**src/rtl/bcd_addsub_serial.sv**
```systemverilog
`timescale 1ns/1ps
`default_nettype none
// ============================================================================
//  Module   : bcd_addsub_serial
//  Purpose  : Digit-serial packed-BCD adder/subtractor, LSD first, with
//             sign-magnitude output for negative differences.
//  Revision : 1.0 - initial release
// ============================================================================
module bcd_addsub_serial #(
    parameter int DIGITS = 3
) (
    input  logic                  clk,
    input  logic                  reset_n,
    input  logic                  start,
    input  logic                  mode,
    input  logic [4*DIGITS-1:0]   x,
    input  logic [4*DIGITS-1:0]   y,
    output logic                  busy,
    output logic                  done,
    output logic [4*DIGITS-1:0]   result,
    output logic                  sign,
    output logic                  overflow,
    output logic                  invalid
);

    localparam int IDX_W = $clog2(DIGITS + 1);

    typedef enum logic [1:0] {
        S_IDLE = 2'd0,
        S_CALC = 2'd1,
        S_FIX  = 2'd2,
        S_DONE = 2'd3
    } state_t;

    state_t                 r_state;
    state_t                 w_next;
    logic [DIGITS-1:0][3:0] r_x;
    logic [DIGITS-1:0][3:0] r_y;
    logic [DIGITS-1:0][3:0] r_res;
    logic [IDX_W-1:0]       r_idx;
    logic                   r_mode;
    logic                   r_carry;
    logic                   r_sign;
    logic                   r_ovf;
    logic                   r_inv;
    logic                   r_busy;
    logic                   r_done;

    logic                   w_bad;
    logic                   w_last;
    logic                   w_cout;
    logic [3:0]             w_xd;
    logic [3:0]             w_yd;
    logic [3:0]             w_rd;
    logic [3:0]             w_addend;
    logic [3:0]             w_adj;
    logic [3:0]             w_digit;
    logic [4:0]             w_sum;

    always_comb begin
        w_bad = 1'b0;
        for (int i = 0; i < DIGITS; i++) begin
            if ((x[4*i +: 4] > 4'd9) || (y[4*i +: 4] > 4'd9)) begin
                w_bad = 1'b1;
            end
        end
    end

    always_comb begin
        w_xd = '0;
        w_yd = '0;
        w_rd = '0;
        for (int i = 0; i < DIGITS; i++) begin
            if (r_idx == IDX_W'(i)) begin
                w_xd = r_x[i];
                w_yd = r_y[i];
                w_rd = r_res[i];
            end
        end
    end

    // One decimal digit slice shared by the CALC and FIX passes.
    always_comb begin
        w_addend = r_mode ? (4'd9 - w_xd) : w_xd;
        if (r_state == S_FIX) begin
            w_sum = {1'b0, 4'd9 - w_rd} + {4'd0, r_carry};
        end else begin
            w_sum = {1'b0, w_yd} + {1'b0, w_addend} + {4'd0, r_carry};
        end
        w_cout  = (w_sum > 5'd9);
        w_adj   = w_sum[3:0] - 4'd10;
        w_digit = w_cout ? w_adj : w_sum[3:0];
        w_last  = (r_idx == IDX_W'(DIGITS - 1));
    end

    always_comb begin
        w_next = r_state;
        case (r_state)
            S_IDLE:  if (start)  w_next = w_bad ? S_DONE : S_CALC;
            S_CALC:  if (w_last) w_next = (r_mode && !w_cout) ? S_FIX : S_DONE;
            S_FIX:   if (w_last) w_next = S_DONE;
            default: w_next = S_IDLE;
        endcase
    end

    always_ff @(posedge clk) begin
        if (!reset_n) begin
            r_state <= S_IDLE;
            r_x     <= '0;
            r_y     <= '0;
            r_res   <= '0;
            r_idx   <= '0;
            r_mode  <= 1'b0;
            r_carry <= 1'b0;
            r_sign  <= 1'b0;
            r_ovf   <= 1'b0;
            r_inv   <= 1'b0;
            r_busy  <= 1'b0;
            r_done  <= 1'b0;
        end else begin
            r_state <= w_next;
            r_done  <= (r_state == S_DONE);
            case (r_state)
                S_IDLE: begin
                    // busy is still high during the done cycle and drops here
                    r_busy <= start;
                    if (start) begin
                        r_x     <= x;
                        r_y     <= y;
                        r_mode  <= mode;
                        r_idx   <= '0;
                        r_carry <= mode;
                        r_res   <= '0;
                        r_sign  <= 1'b0;
                        r_ovf   <= 1'b0;
                        r_inv   <= w_bad;
                    end
                end
                S_CALC, S_FIX: begin
                    for (int i = 0; i < DIGITS; i++) begin
                        if (r_idx == IDX_W'(i)) begin
                            r_res[i] <= w_digit;
                        end
                    end
                    r_carry <= w_cout;
                    r_idx   <= w_last ? '0 : r_idx + 1'b1;
                    if (w_last) begin
                        // The complement pass always begins with +1.
                        r_carry <= 1'b1;
                        if (r_state == S_CALC) begin
                            if (!r_mode) begin
                                r_ovf <= w_cout;
                            end else if (!w_cout) begin
                                r_sign <= 1'b1;
                            end
                        end
                    end
                end
                default: ;
            endcase
        end
    end

    assign busy     = r_busy;
    assign done     = r_done;
    assign result   = r_res;
    assign sign     = r_sign;
    assign overflow = r_ovf;
    assign invalid  = r_inv;

endmodule
`default_nettype wire

```
**config.mk**
```make
export PLATFORM = sky130hd
export DESIGN_NAME = bcd_addsub_serial
export DESIGN_NICKNAME = d
export VERILOG_FILES = /design/src/rtl/bcd_addsub_serial.sv
export SDC_FILE = /design/constraint.sdc
export NUM_CORES = 1
export LEC_CHECK = 0
export ABC_AREA = 0
export CORE_UTILIZATION = 50
export CTS_CLUSTER_DIAMETER = 100
export CTS_CLUSTER_SIZE = 28
export DETAILED_ROUTE_END_ITERATION = 8
export MAX_ROUTING_LAYER = met4
export PLACE_DENSITY = 0.81
export SETUP_SLACK_MARGIN = 0.15
export SYNTH_ARGS = -nofsm -noshare
export SYNTH_HDL_FRONTEND = slang
export SYNTH_SLANG_ARGS = --single-unit
```
**constraint.sdc**
```tcl
create_clock -name clk -period 4.6 [get_ports clk]
set_input_delay 0.92 -clock clk [delete_from_list [all_inputs] [get_ports clk]]
set_output_delay 0.92 -clock clk [all_outputs]
set_load 0.05 [all_outputs]
```
; ---- After elaboration in Yosys (flattened, before gate mapping)
; Index checks and enable logic that the tools add are counted.
[word_totals]
ff_bits = 47
latch_bits = 0
ramBits = 0
romBits = 0
in_bits = 28
output_inout_bits = 17
wordCells = 106
n_memories = 0
[op_classes]
n_addsub = 7
multipliers = 0
div = 0
n_lt_le_gt_ge = 7
n_eq_ne = 15
shift = 0
mux = 42
bitwise_logic = 0
reduce_logical = 17
[ops]
columns = op, n
row1 = 4-bit 2-to-1 mux, 14
row2 = "4-bit > comparator, second input constant", 6
row3 = 12-bit one-hot mux with 2 select lines, 1
row4 = "2-bit != test, second input constant", 10
row5 = 1-bit 2-to-1 mux, 14
row6 = 12-bit 2-to-1 mux, 1
row7 = 2-bit 2-to-1 mux, 6
row8 = 3-bit AND reduction, 4
row9 = "4-bit subtractor, first input constant", 2
row10 = "2-bit == test, second input constant", 3
row11 = 1-bit one-hot mux with 2 select lines, 3
row12 = 2-bit one-hot mux with 3 select lines, 1
row13 = 6-bit AND reduction, 1
row14 = 4-bit by 1-bit adder with 5-bit output, 1
row15 = 4-bit by 4-bit adder with 5-bit output, 1
row16 = 5-bit by 1-bit adder with 5-bit output, 1
row17 = "5-bit by 4-bit > comparator with 1-bit output, second input constant", 1
row18 = 5-bit 2-to-1 mux, 1
row19 = 5-bit AND reduction, 1
row20 = "2-bit by 1-bit == test with 1-bit output, second input constant", 2
row21 = 2-bit zero test, 2
row22 = 2-bit one-hot mux with 2 select lines, 1
row23 = 2-bit AND reduction, 2
row24 = "4-bit subtractor, second input constant", 1
row25 = 6 further kinds, 8

; ---- Longest topological paths before layout
; Gate-level depths: netlist of run 1.
[logic_depth]
ltp_word = 15
ltp_mapped = 18
mapped_depth_nobuf = 16

; ---- Worst setup path before layout of run 1
; No wires, ideal clock.
[synth_timing]
path_kind = reg-to-reg
from = reg r_idx[1]
to = reg r_res, in the netlist result[6]
setup_time_ns = 0.142
arrival_time_ns = 3.453
t_required_ns = 4.458
slack_ns = 1.005
stages_incl_launch_ff = 17
path_buffers = 2
synth_period_minus_slack_ns = 3.595
cell_sequence = dfxtp_1 > buf_6 > clkbuf_1 > mux2i_1 > o21ai_0 > xnor2_1 > fa_1 > fa_1 > xor2_1 > nor2_1 > nor2_1 > ha_1 > a21bo_2 > o21ai_0 > nor3b_1 > mux2i_1 > a31oi_1
[synth_between]
elab_chain_cells = 13
elab_cells_between_ends = 26
cone_classes = add/sub (6) / order compare (1) / eq/ne (3) / mux (14) / reduce/logical (2)
[synth_lines]
columns = item, line
row1 = from (decl), 40  ; logic [IDX_W-1:0] r_idx;
row2 = from (signal assigned), 146  ; r_idx <= w_last ? '0 : r_idx + 1'b1;
row3 = 2-bit zero test, 74  ; if (r_idx == IDX_W'(i)) begin
row4 = 4-bit 2-to-1 mux (3 in a row), 74
row5 = 4-bit subtractor, 84  ; w_addend = r_mode ? (4'd9 - w_xd) : w_xd;
row6 = 4-bit 2-to-1 mux, 84
row7 = 4-bit by 4-bit adder with 5-bit output, 88  ; w_sum = {1'b0, w_yd} + {1'b0, w_addend} + {4'd0, r_carry};
row8 = 5-bit by 1-bit adder with 5-bit output, 88
row9 = 5-bit 2-to-1 mux, 85  ; if (r_state == S_FIX) begin
row10 = 4-bit subtractor or 5-bit by 4-bit > comparator with 1-bit output (tied branches), "91, 90"
row11 = 4-bit 2-to-1 mux, 92  ; w_digit = w_cout ? w_adj : w_sum[3:0];
row12 = 4-bit 2-to-1 mux, 141  ; if (r_idx == IDX_W'(i)) begin
row13 = 12-bit one-hot mux with 2 select lines, 123  ; case (r_state)
row14 = "to (signal, indexed assignment)", 142  ; r_res[i] <= w_digit;
row15 = to (decl), 39  ; logic [DIGITS-1:0][3:0] r_res;
; Parallel ways exist; a longest one is shown, timed or not. The select of a mux whose other input is x is not followed.
; A chain may end at the register's enable or synchronous reset.

; ---- Worst setup path in the final report of run 1
; Same ends and word-level chain as after synthesis.

==> impl_summary.log, run 1 <==
INFO  metric run_status = complete, no violations
INFO  metric critical-path-max-stage-delay = 0.49 ns
INFO  metric timing.final.max_slew_violations = 0
INFO  metric criticalPathCategory = reg2reg
INFO  metric simple_logic_cell_fraction_of_the_synthesized_area = 23.3%
INFO  metric drt_first_iter_violations = 179
INFO  metric layout_common_cells = nand2_1 (74), dfxtp_1 (47), clkdlybuf4s50_1 (44)
INFO  metric grt_pass1_vias = 2462
INFO  metric gr-usage-all-layers = 23.5%
INFO  metric clock_sinks = 47
INFO  metric worst_skew_late_latency = 0.30 ns
INFO  metric critPathArrivalTime = 4.04 ns
INFO  metric synthDominantAreaCellType = dfxtp_1
INFO  metric gr-max-usage-layer = met2
INFO  metric residual_drc = 0
INFO  metric share_of_flip_flops_with_an_asynchronous_set_or_reset_after_synthesis = 0%
INFO  metric synth_compound_gate_area_share = 23.0%
INFO  metric timing.final.setup_violations = 0
INFO  metric power.density = 650 nW/um2
INFO  metric post-route-cell-area = 3430 um2
INFO  metric cts_resized = 0
INFO  metric startpoint_type = flop
INFO  metric die_w = 77.7 um
INFO  metric termination_of_the_worst_setup_path = result[6]
INFO  metric timing.clock.skew = 0.00385 ns
INFO  metric synth_top_area_share = 32.8%
INFO  metric ctsHoldBuffers = 0
INFO  metric via_per_inst = 5.45
INFO  metric synth_top_family_by_area = simple AND/OR/NAND/NOR gates
INFO  metric yosysSeqAreaShare = 32.8%
INFO  metric fillCellCount = 493
INFO  metric layout.cells.most_common = nand2_1
INFO  metric place.port_buffers = 44
INFO  metric r2r_start = r_idx[1]
INFO  metric highest_attainable_clock_frequency = 258 MHz
INFO  metric number_of_setup_buffers_added_after_cts = 0
INFO  metric layout_worst_path_cycle_share = 84.4%
INFO  metric core.rowCount = 27
INFO  metric maxcap_viol_count = 0
INFO  metric htree_num_levels = 2
INFO  metric synthXorXnorAreaFrac = 1.22%
INFO  metric critPathMaxFanout = 10
INFO  metric worst_path_dominant_cell_family = adder cells
INFO  metric reg2reg_depth = 14
INFO  metric crit_slowest_cell = nor2b_1
INFO  metric synth.area.top_cells = dfxtp_1 (33%), nand2_1 (9.7%), a21boi_0 (7.3%), mux2i_1 (6.3%), ha_1 (5.7%)
INFO  metric yosys.area_share.adder = 7.07%
INFO  metric routed_wire_length_per_instance = 13.6 um
INFO  metric synth_mux_area_share = 7.85%
INFO  metric cp-end-kind = flop
INFO  metric unrepaired_setup_endpoints_after_global_routing = no
INFO  metric grt.overflow.total = 0
INFO  metric crit_path_cell_trace = nor2b_1, buf_4, a21oi_1, fa_1, fa_1, xor2_1, nor2_1, nor2_1, ha_1, a21bo_2, o21ai_0, nor3b_1, mux2i_1, a31oi_1
INFO  metric cts-root-buf = clkbuf_8
INFO  metric worst-slew-pin-transition = 0.941 ns
INFO  metric layout-drive-gt1-share = 5.03%
INFO  metric syn-instance-count = 363
INFO  metric floorplan.initialDensity = 52.1%
INFO  metric place.gp.congestion = 0.889
INFO  metric path_depth = 14
INFO  metric cts.clk_slew.worst_paths = 0.09 ns
INFO  metric dr_vias = 2561
INFO  metric worst-path-buf-inv = 1
INFO  metric design.portCount = 45
INFO  metric antenna_fix_cells = 0
INFO  metric worst_r2r_endpoint = result[6]
INFO  metric cts_tree = built
INFO  metric power.ir.vdd_worst = 0.309 mV
INFO  metric place_hpwl = 4730 um
INFO  metric global_route_wire_length_before_repair = 11200 um
INFO  metric die_y = 77.7 um
INFO  metric static_leakage = 0.00124 uW
INFO  metric ys_warn_count = 0
INFO  metric finalWorstPathRequiredPeriod = 3.88 ns
INFO  metric synth.ff_latch_count = 47
INFO  metric synth.cell_area = 2870 um2
INFO  metric synth-main-ff-cell = dfxtp_1
INFO  metric first_drt_pass_iteration_count = 4
INFO  metric post_synth.cell_area_avg = 7.90 um2
INFO  metric antenna_violating_nets_post_route = 0
INFO  metric grt_use_met1 = 29.1%
INFO  metric fin_setup_tns = 0 ns
INFO  metric gr-usage-met3 = 4.00%
INFO  metric placeableCoreArea = 5510 um2
INFO  metric final_hold_viol_count = 0
INFO  metric area_delta_synth_final = 19.5%
INFO  metric placed_area = 3340 um2
INFO  metric number_of_enable_type_register_cells_in_the_synthesized_netlist = 0
INFO  metric maximum_number_of_pins_on_one_net_before_global_route_repair = 29
INFO  metric setup.reg_to_reg.worst_slack = 0.72 ns
INFO  metric ys_types = 50
INFO  metric design.final.nets = 440
INFO  metric global_route_met2_usage = 38.8%
INFO  metric numCtsBuffers = 5
INFO  metric synth_fp_nets = 406
INFO  metric relSlewSlack = 37.1%
INFO  metric wl = 6390 um
INFO  metric number_of_antenna_violations_at_the_first_check_in_global_routing = 0
INFO  metric ctsLongestPathBuffers = 2
INFO  metric setup.worst_path.start = r_idx[1]
INFO  metric hold_path.class = reg2reg
INFO  metric worst-endpoint-required = 4.76 ns
INFO  metric die_area = 6040 um2
-- worst min-delay path by stage --
stage,startpoint,endpoint,slack [ns],depth (start not counted)
6_report,sign,sign,0.47,2
5_1_grt,r_x[6],r_x[6],0.49,2
4_1_cts,r_y[10],r_y[10],0.47,2
3_5_place_dp,r_y[10],r_y[10],0.46,2
3_3_place_gp,r_x[11],r_x[11],0.45,2
2_1_floorplan,r_x[0],r_x[0],0.44,2
-- synthesized netlist by cell type (3+ instances only) --
cell / count
ha_1: 13
and3_1: 3
mux2i_1: 18
xnor2_1: 3
nand3_1: 6
nand3b_1: 3
o21ai_0: 24
nand4_1: 3
nor3b_1: 4
nor2b_1: 8
nand2b_1: 7
o21ai_1: 3
clkbuf_1: 20
dfxtp_1: 47
inv_1: 13
nand2_1: 74
o211ai_1: 3
a31oi_1: 9
a21oi_1: 13
and2_1: 4
a21boi_0: 28
nor2_1: 23
-- logic make-up (layout without fill, tap and decap cells) --
kind of cell,count (synthesis),in the layout
AND/OR/NAND/NOR,143,143
AO/OA/AOI/OAI,99,99
flip-flops,47,47
buffers and inverters,34,69
multiplexers,21,21
adder cells (fa/ha/maj),15,15
XOR/XNOR,4,4
-- power breakdown --
part           switching (uW)  internal, uW
clock network             139           106
registers                80.4           509
logic                     874           517
-- registers in the layout, indices dropped and copies added, names as in the netlist --
| signal | count |
|---|---|
| r_x | 12 |
| r_y | 12 |
| result | 12 |
| r_idx | 2 |
| r_state | 2 |
| busy | 1 |
| done | 1 |
| invalid | 1 |
| overflow | 1 |
| r_carry | 1 |
| r_mode | 1 |
| sign | 1 |
-- per-layer routing --
| metal | vias up | part of all wire, % |
|---|---|---|
| met5 | - | 0 |
| met4 | 0 | 1.5 |
| met3 | 9 | 5.1 |
| met2 | 81 | 47 |
| met1 | 1142 | 46 |
| li1 | 1329 | - |
-- worst reg2reg max path: stages, from the launching register on --
cell	delay, ns
dfxtp_1	0.47
nor2b_1	0.49
buf_4	0.25
a21oi_1	0.09
fa_1	0.43
fa_1	0.42
xor2_1	0.27
nor2_1	0.06
nor2_1	0.15
ha_1	0.25
a21bo_2	0.26
o21ai_0	0.18
nor3b_1	0.09
mux2i_1	0.23
a31oi_1	0.11
-- cell type report --
class | count | area (um2) | area share, %
Timing Repair Buffer | 48 | 470 | 13.7
Multi-Input combinational cell | 282 | 1790 | 52.3
Inverter | 13 | 48.8 | 1.42
Clock buffer | 6 | 72.6 | 2.12
Tap cell | 72 | 90.1 | 2.63
Clock inverter | 2 | 12.5 | 0.365
Sequential cell | 47 | 941 | 27.5
-- through the flow --
step | hold WS, ns | util, % | setup WS (ns) | std cells | total power, uW
after global routing | 0.491 | 62.2 | 0.388 | 470 | 2430
after floorplan | 0.443 | - | 1.01 | 363 | 1640
after detailed placement | 0.461 | 60.7 | 0.736 | 462 | 1980
final | 0.467 | 62.2 | 0.718 | 470 | 2230
after CTS | 0.473 | 62.2 | 0.713 | 470 | 2230
after global placement | 0.451 | 60.7 | 0.941 | 462 | 1950
Note: power is estimated with default switching activity, not from simulation.
==> run 2: changes to the inputs <==
--- a/config.mk
+++ b/config.mk
@@ -6,12 +6,12 @@
 export NUM_CORES = 1
 export LEC_CHECK = 0
 export ABC_AREA = 0
-export CORE_UTILIZATION = 50
+export CORE_UTILIZATION = 49
 export CTS_CLUSTER_DIAMETER = 100
 export CTS_CLUSTER_SIZE = 28
 export DETAILED_ROUTE_END_ITERATION = 8
 export MAX_ROUTING_LAYER = met4
-export PLACE_DENSITY = 0.81
+export PLACE_DENSITY = 0.83
 export SETUP_SLACK_MARGIN = 0.15
 export SYNTH_ARGS = -nofsm -noshare
 export SYNTH_HDL_FRONTEND = slang
==> constraint.sdc (replaced) <==
create_clock -name clk -period 3.5 [get_ports clk]
set_input_delay 0.7 -clock clk [delete_from_list [all_inputs] [get_ports clk]]
set_output_delay 0.7 -clock clk [all_outputs]
set_load 0.05 [all_outputs]
==> run 2 against run 1 <==
Combinational power is 50% higher. Global-route usage is 1.3 points higher. Sequential cell count stayed put. Final cell count rose by 2.3%. Fmax grew 21%. Core utilization grew 2.1 points. Clock skew up 0.0021 ns. Power increased by 44%. Hold slack lost 0.00085 ns. Critical path type unchanged. Critical endpoint unchanged.
==> impl_summary.log, run 2 (same netlist as run 1, synthesis figures left out) <==
INFO  metric whs_endpoint = r_x[2] (was sign)
INFO  metric static_leakage = 0.00131 uW (was 0.00124 uW)
INFO  metric crit_slowest_cell = dfxtp_4 (was nor2b_1)
INFO  metric cts-root-buf = clkbuf_8 (unchanged)
INFO  metric placedCellCount = 468 (was 462)
INFO  metric run_status = complete, no violations (unchanged)
INFO  metric die_w = 78.5 um (was 77.7 um)
INFO  metric critPathArrivalTime = 3.38 ns (was 4.04 ns)
INFO  metric layout_common_cells = nand2_1 (74), dfxtp_1 (46), clkdlybuf4s50_1 (44) (was nand2_1 (74), dfxtp_1 (47), clkdlybuf4s50_1 (44))
INFO  metric die_y = 78.5 um (was 77.7 um)
INFO  metric unrepaired_setup_endpoints_after_global_routing = yes (was no)
INFO  metric routed_wire_length_per_instance = 14.7 um (was 13.6 um)
INFO  metric ctsLongestPathBuffers = 2 (unchanged)
INFO  metric design.portCount = 45 (unchanged)
INFO  metric cts_tree = built (unchanged)
INFO  metric layout_worst_path_cycle_share = 91.9% (was 84.4%)
INFO  metric timing.clock.skew = 0.00592 ns (was 0.00385 ns)
INFO  metric criticalPathCategory = reg2reg (unchanged)
INFO  metric timing.final.max_slew_violations = 0 (unchanged)
INFO  metric startpoint_type = flop (unchanged)
INFO  metric fillCellCount = 474 (was 493)
INFO  metric grt.overflow.total = 0 (unchanged)
INFO  metric power.density = 892 nW/um2 (was 650 nW/um2)
INFO  metric layout-drive-gt1-share = 10.8% (was 5.03%)
INFO  metric number_of_antenna_violations_at_the_first_check_in_global_routing = 0 (unchanged)
INFO  metric finalWorstPathRequiredPeriod = 3.22 ns (was 3.88 ns)
INFO  metric wl = 7070 um (was 6390 um)
INFO  metric die_area = 6160 um2 (was 6040 um2)
INFO  metric relSlewSlack = 37.1% (about the same)
INFO  metric worst-endpoint-required = 3.67 ns (was 4.76 ns)
INFO  metric critPathMaxFanout = 5 (was 10)
INFO  metric worst_r2r_endpoint = result[6] (unchanged)
INFO  metric r2r_start = r_idx[1] (unchanged)
INFO  metric holdWs = 0.466 ns (was 0.467 ns)
INFO  metric power.ir.vdd_worst = 0.552 mV (was 0.309 mV)
INFO  metric critical-path-max-stage-delay = 0.39 ns (was 0.49 ns)
INFO  metric maximum_number_of_pins_on_one_net_before_global_route_repair = 32 (was 29)
INFO  metric cp-end-kind = flop (unchanged)
INFO  metric report.power.total = 3200 uW (was 2230 uW)
INFO  metric worst-slew-pin-transition = 0.941 ns (about the same)
INFO  metric antenna_violating_nets_post_route = 0 (unchanged)
INFO  metric path_common_cell = mux2i_1
INFO  metric placeableCoreArea = 5570 um2 (was 5510 um2)
INFO  metric residual_drc = 0 (unchanged)
INFO  metric timing.final.setup_violations = 0 (unchanged)
INFO  metric worst_skew_late_latency = 0.30 ns (about the same)
INFO  metric highest_attainable_clock_frequency = 311 MHz (was 258 MHz)
INFO  metric numCtsBuffers = 5 (unchanged)
INFO  metric htree_num_levels = 2 (unchanged)
INFO  metric cts.clk_slew.worst_paths = 0.09 ns (about the same)
INFO  metric worstHoldPathCells = 2 (unchanged)
INFO  metric via_per_inst = 5.58 (was 5.45)
INFO  metric crit_path_cell_trace = buf_6, mux2i_1, nor2_1, a21oi_2, ha_1, inv_1, mux2i_1, ha_1, xor2_2, nor2_1, nor2_2, ha_4, a21bo_4, o21ai_4, nor3b_1, mux2i_1, a31oi_1 (was nor2b_1, buf_4, a21oi_1, fa_1, fa_1, xor2_1, nor2_1, nor2_1, ha_1, a21bo_2, o21ai_0, nor3b_1, mux2i_1, a31oi_1)
INFO  metric place.port_buffers = 44 (unchanged)
INFO  metric area_delta_synth_final = 25.1% (was 19.5%)
INFO  metric core.rowCount = 27 (unchanged)
INFO  metric fin_setup_tns = 0 ns (unchanged)
INFO  metric drt_first_iter_violations = 223 (was 179)
INFO  metric design.final.nets = 451 (was 440)
INFO  metric gr-usage-all-layers = 24.9% (was 23.5%)
INFO  metric first_drt_pass_iteration_count = 4 (unchanged)
INFO  metric dr_vias = 2685 (was 2561)
INFO  metric place_hpwl = 5110 um (was 4730 um)
INFO  metric maxcap_viol_count = 0 (unchanged)
INFO  metric setup.reg_to_reg.worst_slack = 0.28 ns (was 0.72 ns)
INFO  metric antenna_fix_cells = 0 (unchanged)
INFO  metric grt_pass1_vias = 2543 (was 2462)
INFO  metric layout.cells.most_common = nand2_1 (unchanged)
INFO  metric finalNonFillerCells = 481 (was 470)
INFO  metric hold_start = r_x[2] (was sign)
INFO  metric clock_sinks = 47 (unchanged)
INFO  metric final_hold_viol_count = 0 (unchanged)
INFO  metric hold_path.class = reg2reg (unchanged)
INFO  metric place.gp.congestion = 0.863 (was 0.889)
INFO  metric global_route_wire_length_before_repair = 11900 um (was 11200 um)
INFO  metric reg2reg_depth = 17 (was 14)
INFO  metric floorplan.initialDensity = 51.4% (was 52.1%)
run 2: repair_timing:
action,CTS,global route
setup buffers,0,5
hold buffers,0,0
pin swaps,1,6
resized for setup,7,13
setup endpoints to repair,8,13
run 2: where the power goes:
group	internal, uW	total [uW]	switching, uW
logic	821	2090	1270
registers	670	769	98.9
clock network	143	337	194
total	1630	3200	1570
run 2: layout make-up:
| class | count | area [um2] | share of cell area (%) |
|---|---|---|---|
| well taps | 72 | 90.1 | 2.51 |
| flip-flops and latches | 47 | 945 | 26.3 |
| clock buffers | 5 | 68.8 | 1.92 |
| multi-input cells | 282 | 1850 | 51.6 |
| clock inverters | 3 | 23.8 | 0.663 |
| inverters | 13 | 48.8 | 1.36 |
| repair buffers | 59 | 561 | 15.6 |
run 2: per-stage QoR:
stage	setup WS (ns)	area, um2	utilization, %
after detailed placement	0.0433	3390	60.8
after CTS	0.153	3500	62.8
after global placement	0.184	3390	60.8
after global routing	0.0949	3590	64.4
final	0.284	3590	64.4
after floorplan	0.169	2870	-
run 2: how the worst max path moves through the flow:
stage | startpoint | end | slack (ns) | depth (start not counted)
2_1_floorplan | r_idx[1] | result[6] | 0.17 | 16
3_3_place_gp | r_idx[1] | sign | 0.18 | 13
3_5_place_dp | r_idx[1] | result[10] | 0.04 | 17
4_1_cts | r_idx[1] | result[10] | 0.15 | 14
5_1_grt | r_idx[1] | result[6] | 0.09 | 17
6_report | r_idx[1] | result[6] | 0.28 | 17
run 2: per-layer routing:
layer | vias to the layer above | wire length (um) | GRT usage, %
li1 | 1341 | - | -
met1 | 1273 | 3210 | 33.0
met4 | 0 | 80 | 5.74
met5 | - | 0 | -
met3 | 9 | 275 | 2.91
met2 | 62 | 3500 | 40.4
run 2: critical path, delay by kind of cell (launching register included):
kind / cells / cell delay (ns)
simple gates: 4 / 0.44
buf+inv: 2 / 0.17
fa+ha+maj: 3 / 0.81
compound gates: 4 / 0.57
xor+xnor: 1 / 0.21
flops: 1 / 0.39
mux: 3 / 0.48
==> run 3: changes to the inputs <==
--- a/config.mk
+++ b/config.mk
@@ -10,6 +10,7 @@
 export CTS_CLUSTER_DIAMETER = 100
 export CTS_CLUSTER_SIZE = 28
 export DETAILED_ROUTE_END_ITERATION = 8
+export HOLD_SLACK_MARGIN = 0.06
 export MAX_ROUTING_LAYER = met4
 export PLACE_DENSITY = 0.83
 export SETUP_SLACK_MARGIN = 0.15
==> constraint.sdc (replaced) <==
create_clock -name clk -period 3.5 [get_ports clk]
set_input_delay 0.7 -clock clk [delete_from_list [all_inputs] [get_ports clk]]
set_output_delay 0.7 -clock clk [all_outputs]
set_load 0.005 [all_outputs]
==> results of run 3 <==
Same layout as run 2 (identical final DEF). Status: complete, no violations.
Among the figures that moved: total power 3200 uW -> 2980 uW; worst IR drop on VDD 0.552 mV -> 0.504 mV
